--- src/rtl/ppu_sprite_scheduler_if.sv ---
// OAM read port and pattern-memory request/acknowledge port of the sprite scheduler.
// Latency: OAM data returns one cycle after oam_addr; a pattern byte is valid in the cycle pat_ack is high.
// Backpressure: pat_req/pat_addr are held by the master until the slave raises pat_ack.
interface ppu_sprite_scheduler_if;
    logic [7:0]  oam_addr;   // OAM byte address
    logic [7:0]  oam_data;   // OAM read data, one cycle after oam_addr
    logic        pat_req;    // pattern byte request
    logic [12:0] pat_addr;   // pattern byte address
    logic        pat_ack;    // request accepted, pat_data valid this cycle
    logic [7:0]  pat_data;   // pattern byte

    modport master (
        output oam_addr,
        input  oam_data,
        output pat_req,
        output pat_addr,
        input  pat_ack,
        input  pat_data
    );

    modport slave (
        input  oam_addr,
        output oam_data,
        input  pat_req,
        input  pat_addr,
        output pat_ack,
        output pat_data
    );
endinterface

--- src/rtl/ppu_sprite_scheduler.sv ---
// Per-scanline sprite evaluation (OAM scan, up to 3 slots) and pattern fetch for the PPU pixel path.
// Latency: 2 cycles per rejected sprite, 8 per accepted sprite, >=1 cycle per pattern byte; outputs commit on scanline_start.
// Backpressure: pattern fetch stalls with pat_req/pat_addr held until pat_ack; scanline_start abandons any fetch in flight.
//
// Ports: clk/rst (sync, active-high); scanline_start_i/scanline_i/sprite_size_16_i/sprite_table_i per-line controls;
//   mem (master modport): OAM address/data and pattern req/addr/ack/data;
//   slot_*_o: committed per-slot pattern, attribute, X and valid (slot k in bits [8k+7:8k]);
//   sprite0_in_slot0_o, sprite_overflow_o, busy_o.
// Build option: define SPRITE_FLIP_EN to honour attr[7] (vertical flip) and attr[6] (horizontal flip) during fetch.
module ppu_sprite_scheduler #(
    parameter int NUM_SPRITES = 64
) (
    input  logic                     clk,
    input  logic                     rst,
    input  logic                     scanline_start_i,
    input  logic [7:0]               scanline_i,
    input  logic                     sprite_size_16_i,
    input  logic                     sprite_table_i,
    ppu_sprite_scheduler_if.master   mem,
    output logic [23:0]              slot_pattern_low_o,
    output logic [23:0]              slot_pattern_high_o,
    output logic [23:0]              slot_attr_o,
    output logic [23:0]              slot_x_o,
    output logic [2:0]               slot_valid_o,
    output logic                     sprite0_in_slot0_o,
    output logic                     sprite_overflow_o,
    output logic                     busy_o
);

`ifdef SPRITE_FLIP_EN
    localparam bit FLIP_EN = 1'b1;
`else
    localparam bit FLIP_EN = 1'b0;
`endif

    localparam logic [5:0] LAST_N = 6'(NUM_SPRITES - 1);

    typedef enum logic [2:0] {
        IDLE, Y_ADDR, Y_DATA, C_ADDR, C_DATA, F_LO, F_HI
    } state_t;

    state_t      state_q;
    logic [5:0]  n_q;          // OAM sprite index under evaluation
    logic [1:0]  b_q;          // OAM byte being copied (1 tile, 2 attr, 3 X)
    logic [1:0]  cnt_q;        // sprites accepted so far
    logic [1:0]  s_q;          // slot being fetched
    logic [7:0]  line_q;
    logic        size16_q;
    logic        table_q;

    logic [7:0]  sh_tile_q [3];
    logic [7:0]  sh_attr_q [3];
    logic [7:0]  sh_x_q    [3];
    logic [3:0]  sh_row_q  [3];
    logic [7:0]  sh_lo_q   [3];
    logic [7:0]  sh_hi_q   [3];
    logic [2:0]  sh_valid_q;
    logic        sh_s0_q;
    logic        sh_ovf_q;

    logic [7:0]  oam_addr_q;
    logic        pat_req_q;
    logic [12:0] pat_addr_q;

    // LO-plane byte address for one slot; HI plane is this with bit 3 set.
    function automatic logic [12:0] lo_addr(input logic [7:0] tile, input logic [7:0] attr,
                                            input logic [3:0] row_raw, input logic size16,
                                            input logic tbl);
        logic [3:0] row;
        row = row_raw;
        if (FLIP_EN && attr[7])
            row = size16 ? (4'd15 - row_raw) : (4'd7 - row_raw);
        if (size16)
            lo_addr = {tile[0], tile[7:1], row[3], 1'b0, row[2:0]};
        else
            lo_addr = {tbl, tile, 1'b0, row[2:0]};
    endfunction

    function automatic logic [7:0] rev8(input logic [7:0] v);
        for (int i = 0; i < 8; i++) rev8[i] = v[7-i];
    endfunction

    logic [8:0]  diff_d;
    logic        in_range_d;
    logic        n_last_d;
    logic [1:0]  cnt_inc_d;
    logic [1:0]  s_inc_d;
    logic [12:0] first_addr_d;
    logic [12:0] next_addr_d;
    logic [7:0]  pat_byte_d;

    always_comb begin
        // 9-bit subtract: bit 8 is the borrow, so sprites below the line never match.
        diff_d       = {1'b0, line_q} - {1'b0, mem.oam_data};
        in_range_d   = !diff_d[8] && (diff_d[7:0] < (size16_q ? 8'd16 : 8'd8));
        n_last_d     = (n_q == LAST_N);
        cnt_inc_d    = cnt_q + 2'd1;
        s_inc_d      = s_q + 2'd1;
        first_addr_d = lo_addr(sh_tile_q[0], sh_attr_q[0], sh_row_q[0], size16_q, table_q);
        next_addr_d  = lo_addr(sh_tile_q[s_inc_d], sh_attr_q[s_inc_d], sh_row_q[s_inc_d],
                               size16_q, table_q);
        pat_byte_d   = (FLIP_EN && sh_attr_q[s_q][6]) ? rev8(mem.pat_data) : mem.pat_data;
    end

    always_ff @(posedge clk) begin
        if (rst) begin
            state_q    <= IDLE;
            n_q        <= '0;
            b_q        <= '0;
            cnt_q      <= '0;
            s_q        <= '0;
            line_q     <= '0;
            size16_q   <= 1'b0;
            table_q    <= 1'b0;
            for (int k = 0; k < 3; k++) begin
                sh_tile_q[k] <= '0;
                sh_attr_q[k] <= '0;
                sh_x_q[k]    <= '0;
                sh_row_q[k]  <= '0;
                sh_lo_q[k]   <= '0;
                sh_hi_q[k]   <= '0;
            end
            sh_valid_q          <= '0;
            sh_s0_q             <= 1'b0;
            sh_ovf_q            <= 1'b0;
            oam_addr_q          <= '0;
            pat_req_q           <= 1'b0;
            pat_addr_q          <= '0;
            slot_pattern_low_o  <= '0;
            slot_pattern_high_o <= '0;
            slot_attr_o         <= '0;
            slot_x_o            <= '0;
            slot_valid_o        <= '0;
            sprite0_in_slot0_o  <= 1'b0;
            sprite_overflow_o   <= 1'b0;
        end else if (scanline_start_i) begin
            // Commit: a slot whose HI byte never arrived shows an empty (zero) pattern.
            for (int k = 0; k < 3; k++) begin
                slot_pattern_low_o[8*k +: 8]  <= sh_valid_q[k] ? sh_lo_q[k] : 8'h00;
                slot_pattern_high_o[8*k +: 8] <= sh_valid_q[k] ? sh_hi_q[k] : 8'h00;
                slot_attr_o[8*k +: 8]         <= sh_attr_q[k];
                slot_x_o[8*k +: 8]            <= sh_x_q[k];
                sh_tile_q[k] <= '0;
                sh_attr_q[k] <= '0;
                sh_x_q[k]    <= '0;
                sh_row_q[k]  <= '0;
                sh_lo_q[k]   <= '0;
                sh_hi_q[k]   <= '0;
            end
            slot_valid_o       <= sh_valid_q;
            sprite0_in_slot0_o <= sh_s0_q;
            sprite_overflow_o  <= sh_ovf_q;
            sh_valid_q         <= '0;
            sh_s0_q            <= 1'b0;
            sh_ovf_q           <= 1'b0;
            state_q            <= Y_ADDR;
            n_q                <= '0;
            b_q                <= '0;
            cnt_q              <= '0;
            s_q                <= '0;
            line_q             <= scanline_i;
            size16_q           <= sprite_size_16_i;
            table_q            <= sprite_table_i;
            oam_addr_q         <= '0;
            pat_req_q          <= 1'b0;
            pat_addr_q         <= '0;
        end else begin
            case (state_q)
                IDLE: ;
                Y_ADDR: state_q <= Y_DATA;
                Y_DATA: begin
                    if (in_range_d && cnt_q != 2'd3) begin
                        sh_row_q[cnt_q] <= diff_d[3:0];
                        b_q             <= 2'd1;
                        oam_addr_q      <= {n_q, 2'd1};
                        state_q         <= C_ADDR;
                    end else if (in_range_d) begin
                        // Fourth hit: only the overflow flag matters, start fetching.
                        sh_ovf_q   <= 1'b1;
                        s_q        <= '0;
                        pat_req_q  <= 1'b1;
                        pat_addr_q <= first_addr_d;
                        state_q    <= F_LO;
                    end else if (n_last_d) begin
                        if (cnt_q == 2'd0) begin
                            state_q <= IDLE;
                        end else begin
                            s_q        <= '0;
                            pat_req_q  <= 1'b1;
                            pat_addr_q <= first_addr_d;
                            state_q    <= F_LO;
                        end
                    end else begin
                        n_q        <= n_q + 6'd1;
                        oam_addr_q <= {n_q + 6'd1, 2'b00};
                        state_q    <= Y_ADDR;
                    end
                end
                C_ADDR: state_q <= C_DATA;
                C_DATA: begin
                    case (b_q)
                        2'd1:    sh_tile_q[cnt_q] <= mem.oam_data;
                        2'd2:    sh_attr_q[cnt_q] <= mem.oam_data;
                        default: sh_x_q[cnt_q]    <= mem.oam_data;
                    endcase
                    if (b_q != 2'd3) begin
                        b_q        <= b_q + 2'd1;
                        oam_addr_q <= {n_q, b_q + 2'd1};
                        state_q    <= C_ADDR;
                    end else begin
                        cnt_q <= cnt_inc_d;
                        if (n_q == 6'd0) sh_s0_q <= 1'b1;
                        // With three slots full the scan goes on purely to detect overflow.
                        if (n_last_d) begin
                            s_q        <= '0;
                            pat_req_q  <= 1'b1;
                            pat_addr_q <= first_addr_d;
                            state_q    <= F_LO;
                        end else begin
                            n_q        <= n_q + 6'd1;
                            oam_addr_q <= {n_q + 6'd1, 2'b00};
                            state_q    <= Y_ADDR;
                        end
                    end
                end
                F_LO: begin
                    if (mem.pat_ack) begin
                        sh_lo_q[s_q] <= pat_byte_d;
                        pat_addr_q   <= pat_addr_q | 13'h0008;
                        state_q      <= F_HI;
                    end
                end
                F_HI: begin
                    if (mem.pat_ack) begin
                        sh_hi_q[s_q]    <= pat_byte_d;
                        sh_valid_q[s_q] <= 1'b1;
                        if (s_q == cnt_q - 2'd1) begin
                            pat_req_q <= 1'b0;
                            state_q   <= IDLE;
                        end else begin
                            s_q        <= s_inc_d;
                            pat_addr_q <= next_addr_d;
                            state_q    <= F_LO;
                        end
                    end
                end
                default: state_q <= IDLE;
            endcase
        end
    end

    assign mem.oam_addr = oam_addr_q;
    assign mem.pat_req  = pat_req_q;
    assign mem.pat_addr = pat_addr_q;
    assign busy_o       = (state_q != IDLE);

endmodule
--- src/flat_wrapper.sv ---
// flat-port wrapper written by rule: the top's interface ports become plain ports
module ppu_sprite_scheduler_flat 
#(
    parameter int NUM_SPRITES = 64
)
  (clk, rst, scanline_start_i, scanline_i, sprite_size_16_i, sprite_table_i, slot_pattern_low_o, slot_pattern_high_o, slot_attr_o, slot_x_o, slot_valid_o, sprite0_in_slot0_o, sprite_overflow_o, busy_o, mem_oam_addr, mem_oam_data, mem_pat_req, mem_pat_addr, mem_pat_ack, mem_pat_data);
  ppu_sprite_scheduler_if mem_i ();
  input  logic clk;
  input  logic rst;
  input  logic scanline_start_i;
  input  logic [7:0] scanline_i;
  input  logic sprite_size_16_i;
  input  logic sprite_table_i;
  output logic [23:0] slot_pattern_low_o;
  output logic [23:0] slot_pattern_high_o;
  output logic [23:0] slot_attr_o;
  output logic [23:0] slot_x_o;
  output logic [2:0] slot_valid_o;
  output logic sprite0_in_slot0_o;
  output logic sprite_overflow_o;
  output logic busy_o;
  output wire logic [$bits(mem_i.oam_addr)-1:0] mem_oam_addr;
  input wire logic [$bits(mem_i.oam_data)-1:0] mem_oam_data;
  output wire logic [$bits(mem_i.pat_req)-1:0] mem_pat_req;
  output wire logic [$bits(mem_i.pat_addr)-1:0] mem_pat_addr;
  input wire logic [$bits(mem_i.pat_ack)-1:0] mem_pat_ack;
  input wire logic [$bits(mem_i.pat_data)-1:0] mem_pat_data;
  assign mem_oam_addr = mem_i.oam_addr;
  assign mem_i.oam_data = mem_oam_data;
  assign mem_pat_req = mem_i.pat_req;
  assign mem_pat_addr = mem_i.pat_addr;
  assign mem_i.pat_ack = mem_pat_ack;
  assign mem_i.pat_data = mem_pat_data;
  ppu_sprite_scheduler #(.NUM_SPRITES(NUM_SPRITES)) u_core (.clk(clk), .rst(rst), .scanline_start_i(scanline_start_i), .scanline_i(scanline_i), .sprite_size_16_i(sprite_size_16_i), .sprite_table_i(sprite_table_i), .mem(mem_i), .slot_pattern_low_o(slot_pattern_low_o), .slot_pattern_high_o(slot_pattern_high_o), .slot_attr_o(slot_attr_o), .slot_x_o(slot_x_o), .slot_valid_o(slot_valid_o), .sprite0_in_slot0_o(sprite0_in_slot0_o), .sprite_overflow_o(sprite_overflow_o), .busy_o(busy_o));
endmodule
--- config.mk ---
export PLATFORM = sky130hd
export DESIGN_NAME = ppu_sprite_scheduler_flat
export DESIGN_NICKNAME = d
export VERILOG_FILES = /design/src/rtl/ppu_sprite_scheduler_if.sv /design/src/rtl/ppu_sprite_scheduler.sv /design/src/flat_wrapper.sv
export SDC_FILE = /design/constraint.sdc
export NUM_CORES = 1
export LEC_CHECK = 0
export BUFFER_PORTS_ARGS = -buffer_cell sky130_fd_sc_hd__buf_4
export CAP_MARGIN = 10
export CORE_MARGIN = 2
export CORE_UTILIZATION = 62
export DETAILED_ROUTE_END_ITERATION = 8
export HOLD_SLACK_MARGIN = 0.06
export PLACE_DENSITY = 0.88
export RECOVER_POWER = 50
export SLEW_MARGIN = 25
export SYNTH_ARGS = -nofsm -noshare
export SYNTH_HDL_FRONTEND = slang
export SYNTH_SLANG_ARGS = --single-unit
--- constraint.sdc ---
create_clock -name clk -period 6.48 [get_ports clk]
set_input_delay 1.296 -clock clk [delete_from_list [all_inputs] [get_ports clk]]
set_output_delay 1.296 -clock clk [all_outputs]
set_load 0.05 [all_outputs]
---- After elaboration in Yosys (flattened, before gate mapping) ----
Memory sizes are Yosys's and may differ from the RTL's. A register that Yosys moved wholly into a read port is not among the register bits.
Index checks and enable logic that the tools add are counted.
storage, ports and cells
  register bits ........................... 105
  memory bits (writable) .................. 132
  bits of input ports ..................... 30
  output and inout port bits .............. 124
  word-level logic and storage cells ...... 252
  memories ................................ 6
operators by class
  add/sub/neg operators ................... 6
  magnitude comparators ................... 3
  equality and inequality tests ........... 28
  mux-type cells .......................... 133
  bitwise logic cells ..................... 23
  reduce and logical (&&, ||, !) cells .... 32
memories
  memory            words  width  read ports  clocked after Yosys merged registers in  write ports  RTL line                    RTL
  u_core.sh_attr_q  3      8      3           3                                        3            ppu_sprite_scheduler.sv:52  logic [7:0] sh_attr_q [3];
  u_core.sh_hi_q    3      8      3           0                                        3            ppu_sprite_scheduler.sv:56  logic [7:0] sh_hi_q [3];
  u_core.sh_lo_q    3      8      3           0                                        3            ppu_sprite_scheduler.sv:55  logic [7:0] sh_lo_q [3];
  u_core.sh_tile_q  3      8      2           0                                        3            ppu_sprite_scheduler.sv:51  logic [7:0] sh_tile_q [3];
  u_core.sh_x_q     3      8      3           3                                        3            ppu_sprite_scheduler.sv:53  logic [7:0] sh_x_q [3];
  u_core.sh_row_q   3      4      2           0                                        3            ppu_sprite_scheduler.sv:54  logic [3:0] sh_row_q [3];
operator list
  kind                                                              count
  8-bit two-way mux                                                 30
  13-bit two-way mux                                                10
  13-bit one-hot mux with 4 select lines                            1
  1-bit two-way mux                                                 50
  8-bit OR reduction                                                5
  2-bit two-way mux                                                 16
  3-bit two-way mux                                                 9
  6-bit two-way mux                                                 4
  3-bit one-hot mux with 7 select lines                             1
  4-bit two-way mux                                                 5
  2-bit != test (second input constant)                             9
  1-bit OR                                                          18
  9-bit AND reduction                                               2
  8-bit one-hot mux with 2 select lines                             1
  8-bit AND reduction                                               2
  3-bit AND reduction                                               5
  6-bit one-hot mux with 2 select lines                             1
  3-bit equality test (second input constant)                       3
  3-bit != test (second input constant)                             3
  8-bit by 8-bit subtractor with 9-bit output                       1
  8-bit less-than comparator                                        1
  2-bit by 1-bit != test with 1-bit output (second input constant)  4
  2-bit by 1-bit adder with 2-bit output (second input constant)    3
  6-bit by 1-bit adder with 6-bit output (second input constant)    1
  30 further kinds                                                  40

---- Logic depth before layout (Yosys ltp) ----
  depth after elaboration ................. 11
  depth in mapped cells ................... 14

---- Worst setup path before layout ----
OpenSTA, ideal clock, no wires.
  path type ............................... input-to-reg
  start ................................... input port mem_oam_data[0]
  end ..................................... register u_core.pat_addr_q[10] (netlist: u_core.mem.pat_addr[10])
  setup time .............................. 0.072 ns
  arrival time ............................ 4.103 ns
  path slack .............................. 2.306 ns
  stages .................................. 13
  buffers on the path ..................... 1
  cell sequence ........................... ha_1 > fa_1 > nor2b_4 > o31ai_4 > a21boi_0 > ha_1 > a21oi_1 > o2111ai_2 > nor3_1 > a21boi_0 > o311ai_4 > buf_6 > mux2i_1
between the ends
  cells in the longest elaborated chain, start to end .. 6
ends and longest elaborated chain
  element                                                                               RTL line                                                  RTL
  from (decl)                                                                           flat_wrapper.sv:23                                        input wire logic [$bits(mem_i.oam_data)-1:0] mem_oam_data;
  8-bit by 8-bit subtractor with 9-bit output *                                         ppu_sprite_scheduler.sv:94                                diff_d = {1'b0, line_q} - {1'b0, mem.oam_data};
  8-bit less-than comparator / 1-bit logical NOT (equally long branches)                ppu_sprite_scheduler.sv:95                                in_range_d = !diff_d[8] && (diff_d[7:0] < (size16_q ? 8'd16 : 8'd8));
  1-bit logical AND *                                                                   ppu_sprite_scheduler.sv:95
  13-bit two-way mux / 1-bit logical AND (equally long branches)                        ppu_sprite_scheduler.sv:177, ppu_sprite_scheduler.sv:172
  13-bit two-way mux / 2-bit != test (equally long branches)                            --
  13-bit one-hot mux with 4 select lines / 9-bit AND reduction (equally long branches)  --
  to (signal assigned)                                                                  ppu_sprite_scheduler.sv:182                               pat_addr_q <= first_addr_d;
  to (signal assigned)                                                                  ppu_sprite_scheduler.sv:190                               pat_addr_q <= first_addr_d;
  to (signal assigned)                                                                  ppu_sprite_scheduler.sv:217                               pat_addr_q <= first_addr_d;
  to (decl)                                                                             ppu_sprite_scheduler.sv:63                                logic [12:0] pat_addr_q;
Every way passes the cells marked *; elsewhere a longest branch is shown, timed or not. The select of a mux whose other input is x is not followed.
A chain may end at the register's enable or synchronous reset.

==> run metrics <==
status complete, but fails checks; failing checks max-capacitance violations, max-slew violations; total grt overflow 0; max_cap viols 1; cell area after synthesis 12,400 um2; GRT Overall Usage 27.8%; P per Cell Area 282 nW/um2; worst-case clock skew 0.0135 ns; Req. time, crit path 6.65 ns; crit path time final 4.90 ns; Num CTS Buffers 29; WS Path Type primary input to register; die height roughly 150 um; Via-to-Cell Ratio 6.08; DP Area around 14,000 um2; fin. max-slew vios 66; final hold vios 0; max-slew headroom at the worst pin -115%; largest buffer count on any clock path 3; Post-CTS Resized 0; CP max stage delay 2.22 ns; Antenna diodes 0; Die W 146 um; Setup Buffers After CTS 0; crit path max fanout 65; GPL Wtd Cong 0.872; drt pass-1 iters 5; Area Growth Syn to Fin 13.8%; Cell variety after synth 67; I/O pin cnt 154; Post-synth ARST share 0%; Post-synth EDFFs approximately 140; final setup fails 0; buffer and inverter count on the worst path 2; initial antenna violation count 0; Tcrit/Tclk final 75.6%; # clock sinks 297; DIE AREA 21,200 um2; Worst Path Arrival 5.07 ns; Core Region 19,500 um2; startpoint types primary input; ys flop type dfxtp_1; Commonest cells post-synth dfxtp_1, edfxtp_1, nor2_1; Initial Utilization 63.6%; PortBufs 153; worst slew pin tran approximately 3.2 ns; worst hold path class register to register; most common cell in the netlist dfxtp_1; largest net degree at the start of global routing 97; largest area contributor in the netlist edfxtp_1; VDD IR max about 230 uV; WL/cell 20.4 um; Post-DP HPWL 18,900 um; final setup TNS 0 ns; CTS tree built; Yosys reg bits 297; Lkg Pwr 5.77 nW; final net count 1,241; first-pass GRT wire length 47,600 um; sequential area share after synthesis 59.5%; cell count after synthesis 1,067; Synth top area share 34.8%; CP delay by family, top buffers and inverters; Inst Count DP 1,423; Post-Syn Area per Cell 11.6 um2; fillcell total 1,378; DRC 0; clk root buf clkbuf_16; RSZ-0062 raised after global routing no; vias in the first global route 8,945; synth warn 0; final instance area 14,100 um2; final non-filler cell total between 1,000 and 1,500; ANT nets after route 0; Detailed Route Iter0 Violations 725; fmax between 0.2 and 0.25 GHz; Worst-path clk slew 0.06 ns; clock latency on the worst-skew pair ~0.54 ns; Site Rows between 50 and 60; worst-path cell chain clkbuf_1 -> or2_1 -> buf_4 -> nor2_1 -> and3_1 -> nand2b_1; WL final 30,100 um; layout cell share with drive strength beyond 1 8.09%; hold buffers post-CTS 0; CP endpoint kind register; H-tree Lvls 1; via count about 9,000; slowest CP cell clkbuf_1; Area contributors post-synth edfxtp_1, dfxtp_1, mux2i_1, and2_1, a22o_1
==> state kept, by name (all words and copies together) (netlist names), 8 cells and up <==
name                        flops
u_core.mem.pat_addr            13
u_core.slot_pattern_low_o      24
slot_x_o                       24
u_core.sh_attr_q               24
u_core.sh_x_q                  24
u_core.line_q                   8
u_core.sh_lo_q                 24
u_core.sh_tile_q               32
slot_attr_o                    24
u_core.slot_pattern_high_o     24
u_core.sh_hi_q                 24
u_core.sh_row_q                16
u_core.mem.oam_addr             8
==> stage by stage <==
stage,setup WS (ns),power [mW],utilization [%],hold WS (ns)
3_5_place_dp,1.56,2.33,70.1,0.441
5_1_grt,1.29,4.08,72.4,0.470
3_3_place_gp,1.68,2.32,70.1,0.436
6_report,1.58,3.98,72.4,0.454
4_1_cts,2.06,4.00,75.0,0.455
2_1_floorplan,2.31,2.24,-,0.436
==> cell type report <==
| cell class | count | area (um2) | area share (%) |
|---|---|---|---|
| tap | 265 | 332 | 2.35 |
| clock buffer | 36 | 772 | 5.46 |
| sequential | 297 | 7390 | 52.3 |
| inverter | 31 | 116 | 0.823 |
| clock inverter | 17 | 188 | 1.33 |
| multi-input combinational | 672 | 4650 | 32.9 |
| timing repair buffer | 158 | 683 | 4.83 |
==> placed cells by master (no fill, tap or decap), types with 10 or more instances in the layout <==
cell       instances
clkbuf_1         139
o21ai_0           19
nor2_1            91
and2_1            74
dfxtp_1          152
nor2b_1           15
nand2_1           66
nand3_1           23
ha_1              21
and3_1            63
mux4_2            12
nor3_1            10
a21oi_1           40
edfxtp_1         144
mux2i_1           80
inv_1             30
nand2b_1          11
buf_4             24
clkbuf_16         29
a22o_1            52
==> path summary, 6_finish.rpt <==
check                               from                       to  slack (ns)  cells after the start
setup / recovery                     rst   u_core.sh_tile_q[1][6]        1.58                      6
hold reg to reg   u_core.slot_valid_o[0]   u_core.slot_valid_o[0]        0.45                      1
hold / removal    u_core.slot_valid_o[0]   u_core.slot_valid_o[0]        0.45                      1
setup reg to reg        u_core.line_q[0]  u_core.mem.pat_addr[11]        2.56                     13
==> layer usage <==
metal	global-route usage, %	routed length (um)
met1	36.6	12000
met2	47.1	14800
met3	4.08	2220
met4	10.4	1000
met5	0	0
==> kinds of logic after synthesis <==
kind of cell	share of synthesized area (%)
muxes	8.72
other	0.0302
AOI/OAI and AO/OA	10.1
DFF	59.5
buffers and inverters	3.17
xor gates and xnor gates	0.494
and+or+nand+nor	15.7
adders and majority gates	2.28
==> power by group <==
| group | switching [mW] | internal (mW) | leakage, nW |
|---|---|---|---|
| logic | 0.172 | 0.0703 | 2.47 |
| clock network | 0.697 | 1.00 | 0.475 |
| registers | 0.0278 | 2.02 | 2.82 |
| total | 0.896 | 3.09 | 5.77 |
Note: power is estimated with default switching activity, not from simulation.
